**src/rtl/gate_pkg.sv**
```systemverilog
// Shared defaults for the Step 1 gate library primitives.
package gate_pkg;

  localparam int GATE_W    = 1;
  localparam int DBG_CNT_W = 8;

endpackage

```
**src/rtl/not_cell.sv**
```systemverilog
// Single-bit combinational inverter cell.
module not_cell (
  input  logic a,
  output logic y
);

  assign y = ~a;

endmodule

```
**src/rtl/not_1b.sv**
```systemverilog
// Bit-wise inverter with a combinational output, a flopped copy and a
// saturating input-toggle counter for datapath debug.
module not_1b
  import gate_pkg::*;
#(
  parameter int WIDTH = GATE_W,
  parameter int CNT_W = DBG_CNT_W
) (
  input  logic             clk,
  input  logic             rst,
  input  logic [WIDTH-1:0] x,
  output logic [WIDTH-1:0] out,
  output logic [WIDTH-1:0] out_q,
  output logic             valid_q,
  output logic [CNT_W-1:0] toggle_cnt
);

  localparam logic [CNT_W-1:0] CNT_MAX = '1;

  logic [WIDTH-1:0] inv;
  logic [WIDTH-1:0] x_prev;
  logic             toggled;

  for (genvar gi = 0; gi < WIDTH; gi++) begin : g_cell
    not_cell u_cell (
      .a (x[gi]),
      .y (inv[gi])
    );
  end

  assign out = inv;

  // Any number of changed bits counts as a single toggle for the cycle.
  assign toggled = valid_q && (x != x_prev);

  always_ff @(posedge clk) begin
    if (rst) begin
      out_q      <= '0;
      valid_q    <= 1'b0;
      x_prev     <= '0;
      toggle_cnt <= '0;
    end else begin
      out_q   <= inv;
      valid_q <= 1'b1;
      x_prev  <= x;
      if (toggled && (toggle_cnt != CNT_MAX)) begin
        toggle_cnt <= toggle_cnt + CNT_W'(1);
      end
    end
  end

endmodule

```
**config.mk**
```make
export PLATFORM = sky130hd
export DESIGN_NAME = not_1b
export DESIGN_NICKNAME = d
export VERILOG_FILES = /design/src/rtl/gate_pkg.sv /design/src/rtl/not_cell.sv /design/src/rtl/not_1b.sv
export SDC_FILE = /design/constraint.sdc
export NUM_CORES = 1
export LEC_CHECK = 0
export BUFFER_PORTS_ARGS = -buffer_cell sky130_fd_sc_hd__buf_2
export CAP_MARGIN = 20
export CORE_AREA = 2 2 39 41
export CTS_CLUSTER_SIZE = 25
export DETAILED_ROUTE_END_ITERATION = 10
export DIE_AREA = 0 0 41 43
export GPL_TIMING_DRIVEN = 0
export PLACE_DENSITY_LB_ADDON = 0.08
export SETUP_SLACK_MARGIN = 0.1
export SLEW_MARGIN = 0
export SYNTH_ARGS = -nofsm -noshare
export SYNTH_HDL_FRONTEND = slang
export SYNTH_SLANG_ARGS = --single-unit
```
**constraint.sdc**
```tcl
create_clock -name clk -period 3.35 [get_ports clk]
set_clock_uncertainty 0.05 [all_clocks]
set_input_delay 1.005 -clock clk [delete_from_list [all_inputs] [get_ports clk]]
set_output_delay 1.005 -clock clk [all_outputs]
set_load 0.005 [all_outputs]
```
* After elaboration in Yosys (flattened, before gate mapping)
Index checks and enable logic that the tools add are counted.
** Operators by class
- Add/subtract/negate cells :: 1
- Equal/unequal tests :: 2
- Muxes and demuxes :: 1
- Bitwise operators :: 1
- Reductions and logical operators :: 2
** Operators by type and width (count)
- adder 8 x 1 -> 8 bit (second input constant) :: 1
- != test 8 bit (second input constant) :: 1
- logical AND 1 bit :: 2
- two-way mux 1 bit :: 1
- != test 1 bit :: 1
- NOT 1 bit :: 1
** Word-level totals
- Flip-flop bits (word level) :: 11
- Bits of input ports :: 3
- Output and inout port bits :: 11
- Word-level logic and storage cells :: 11

* Longest topological paths before layout
- Depth after elaboration :: 3
- Mapped depth :: 5
- Gate-level depth less buffers :: 5

* Cells and area by module
From an unflattened synthesis, not the netlist that was laid out.
** Unflattened totals
- Cell total of the unflattened synthesis :: 54
- Area total of the unflattened synthesis :: 504.2 µm²
** Modules (own cells, without submodules)
- not_1b :: times used 1, cells each 53, area an instance 500.5 µm², seq. area each 220.2 µm²
- not_cell :: times used 1, cells each 1, area an instance 3.8 µm², seq. area each 0.0 µm²

* Worst setup path after synthesis
OpenSTA, ideal clock, no wires.
- Path type :: input-to-output
- From :: input port x
- To :: output port out
- Arrival time :: 1.062 ns
- Data required time :: 2.295 ns
- Slack :: 1.233 ns
- Cell stages on the path :: 1
- Path buffers :: 0
- Path through :: inv_1
** Between the ends
- Longest elaborated chain between the ends :: 1
** Ends and longest elaborated chain
- start, declared :: RTL line not_1b.sv:11 : input logic [WIDTH-1:0] x,
- NOT 1 bit :: RTL line not_cell.sv:7 : assign y = ~a;
- end, declared :: RTL line not_1b.sv:12 : output logic [WIDTH-1:0] out,
No other way between the ends.

* Worst setup path in the final report
Same ends and word-level chain as after synthesis.

==> summary.txt <==
Outcome
  – Status: finished, final reports clean

Routing
  – DRC: 0
  – Drt wl/cell: around 12 um
  – Pre-antenna DRT Iters: 2
  – Antenna Nets Post-Route: 0
  – Vias/cell: 4.919
  – Via Count: 423
  – DRT Wirelength: slightly above 1 mm
  – DR iter-0 viols: 5

Synth
  – Area leader, netlist: dfxtp_1
  – Post-Syn Area: 493.0 sq um
  – Share of the synthesized area in the top cell type: 44.67%
  – Post-Synthesis Cells: 53
  – Synth Register Bits: 11
  – Syn. warnings: 0
  – Ranking of synthesized cells by area: dfxtp_1 (45%), o211ai_4 (4.3%), nor3_1 (4.1%)
  – Post-synth cell types: 24
  – Post-synth net total: 57
  – Syn_area_per_cell: 9.301 sq um
  – Post-synthesis sequential area ratio: 44.67%

Cells and area
  – Filler cells: 148
  – Layout cells sized above 1: 27.14%
  – Multi-input logic area: 257.7 sq um
  – Most frequent cells in the layout: buf_2 (13), dfxtp_1 (11), nor2_1 (5)
  – Layout area overhead: 22.59%
  – Nets@finish: between 70 and 80
  – Fin area: a little over 600 sq um
  – ANT cells: 0
  – Register area: 220.2 sq um
  – Most common cell after layout, fill and taps aside: buf_2

Critical path
  – Cell Chain, Critical Path: buf_2 -> inv_1 -> buf_2
  – Bufs and invs on worst path: 3
  – Worst Path Max Fanout: 3
  – R2R Path Start: toggle_cnt[0]$_SDFFE_PP0P_
  – CP top delay family: buffers and inverters
  – Critical Path End Type: primary output
  – Critical Path Max Stage Delay: 120 ps
  – Crit path arrival time: 1300 ps
  – Critical path's most frequent cell: buf_2
  – Crit path launch: x
  – Slowest-stage cell, CP: buf_2
  – Setup Crit Path Kind: in2out
  – Startpoint types: primary input
  – Worst EP required: 2290 ps

Power and ir drop
  – Switch Pwr: 0.06371 mW
  – Internal: ~0.19 mW
  – Sequential Power Share: between 50 and 60%
  – Gate power share: under 10%
  – VDD IR max: 0.0002110 V
  – Pleak: between 0.2 and 0.3 nW
  – Pwr Total: 0.2539 mW
  – Cell Pwr Density: 420.2 nW/um^2
  – Clock share of power: a little under two fifths
  – Switching share of power: 25.09%

GRT
  – Initial antenna violation count: 0
  – Number of global-route vias before repair: 355
  – Total GRT Usage: 13.88%
  – First-pass GRT wire length: 1.628 mm
  – Grt ovf: 0
  – Largest net degree at the start of global routing: 11

Die
  – Die area: around 1800 sq um
  – Die width: 41 um
  – Vert. Die Dim: between 40 and 50 um
  – Site Rows: 14
  – I/O pin cnt: 14
  – Initial Util: 35.62%
  – Core area: roughly 1400 sq um

Worst hold path
  – Hold_sp: toggle_cnt[5]$_SDFFE_PP0P_
  – Hold crit path type: reg2reg

Timing
  – Min Tclk post-route: 2357 ps
  – Final-report hold violation count: 0
  – RSZ-0062 raised after global routing: false
  – Setup TNS: 0 ps
  – Final Setup Violations: 0
  – Tcrit/Tclk final: 70.35%
  – Max Freq: 424.3 MHz
  – Slew Limit Fails: 0
  – Relative slew slack: 70.99%
  – Least-Margin Pin Slew: roughly 440 ps

Place
  – Number of port buffers: 13
  – Routability cong.: 0.6724
  – HPWL Detailed: between 700 and 800 um
  – Post-place instance area: 578.1 sq um

Clocking
  – CTS resizes: 0
  – Total CTS buffers: 3
  – Clock Sinks: 11
  – Clock slew at reported path FFs: 80 ps
  – Clk buf depth: 2
  – Clk Latency, worst-skew pair: 270 ps
  – Hold_buf cts: 0
  – TritonCTS clock tree: done
  – Root buffer cell: clkbuf_4
  – Post-CTS Setup Inserts: 0
  – H-tree depth: 1

Job
  – Maxcap violations: 0
## cell usage after synthesis, drive strengths merged
cell	n
dfxtp	11
nand4	3
xor2	3
and2	2
and4	1
or3	2
nor2	5
and3	1
a31oi	1
nand2	2
mux2i	1
a21oi	3
a211oi	1
clkbuf	1
a41oi	1
ha	1
nor3	4
o21ai	2
nand3	3
o2111a	1
inv	3
o211ai	1
## registers in the layout, summed over array words and instances, names as in the netlist
| name | cells |
|---|---|
| toggle_cnt | 8 |
| out_q | 1 |
| x_prev | 1 |
| valid_q | 1 |
## per-layer routing
layer	track usage (%)	vias up	wire length (um)
met4	10.00	0	12
met3	3.141	2	42
met5	0	-	0
met2	16.88	7	463
met1	20.53	189	500
li1	-	225	-
## worst reg2reg max path, stage by stage, from the launching register on
cell and delay (ps):
dfxtp_1 400, ha_1 240, nand3_1 170, o211ai_4 300
mux2i_1 210, nor2_1 50
## logic make-up after synthesis
group	count (synthesis)	synth area share, %
DFF	11	44.67
AOI/OAI and AO/OA	10	16.24
xor gates and xnor gates	3	6.854
and+or+nand+nor	23	24.62
adders and majority gates	1	2.538
muxes	1	2.031
buffers and inverters	4	3.045
## power groups by stage
stage | combinational, mW | sequential, mW | clock, mW
after global placement | 0.0220 | 0.142 | 0
after floorplan | 0.0132 | 0.142 | 0
after global routing | 0.0241 | 0.139 | 0.102
after CTS | 0.0222 | 0.139 | 0.0981
final | 0.0217 | 0.139 | 0.0934
after detailed placement | 0.0220 | 0.142 | 0
## worst paths after layout
| kind | cells past startpoint | slack [ps] | end |
|---|---|---|---|
| max reg2reg | 5 | 1820 | toggle_cnt[1]$_SDFFE_PP0P_ |
| min reg2reg | 2 | 480 | toggle_cnt[5]$_SDFFE_PP0P_ |
| min | 2 | 480 | toggle_cnt[5]$_SDFFE_PP0P_ |
| max | 3 | 990 | out |
## per-stage QoR
| step | instances | utilization, % | hold slack, ps | setup slack (ps) |
|---|---|---|---|---|
| finish | 86 | 43.67 | 477.0 | 993.1 |
| detailed placement | 82 | 41.77 | 466.5 | 992.6 |
| global route | 86 | 43.67 | 509.8 | 978.5 |
| global placement | 82 | 41.77 | 462.2 | 998.1 |
| floorplan | 53 | - | 449.2 | 1233 |
| CTS | 86 | 43.67 | 482.2 | 990.1 |
## final cells by class
type                       instances  area share, %
timing repair buffer              13          10.77
sequential                        11          36.44
inverter                           3          1.863
multi-input combinational         38          42.65
clock buffer                       4          4.348
buffer                             1         0.6211
tap                               16          3.313
Power figures use the tool's default switching activity.
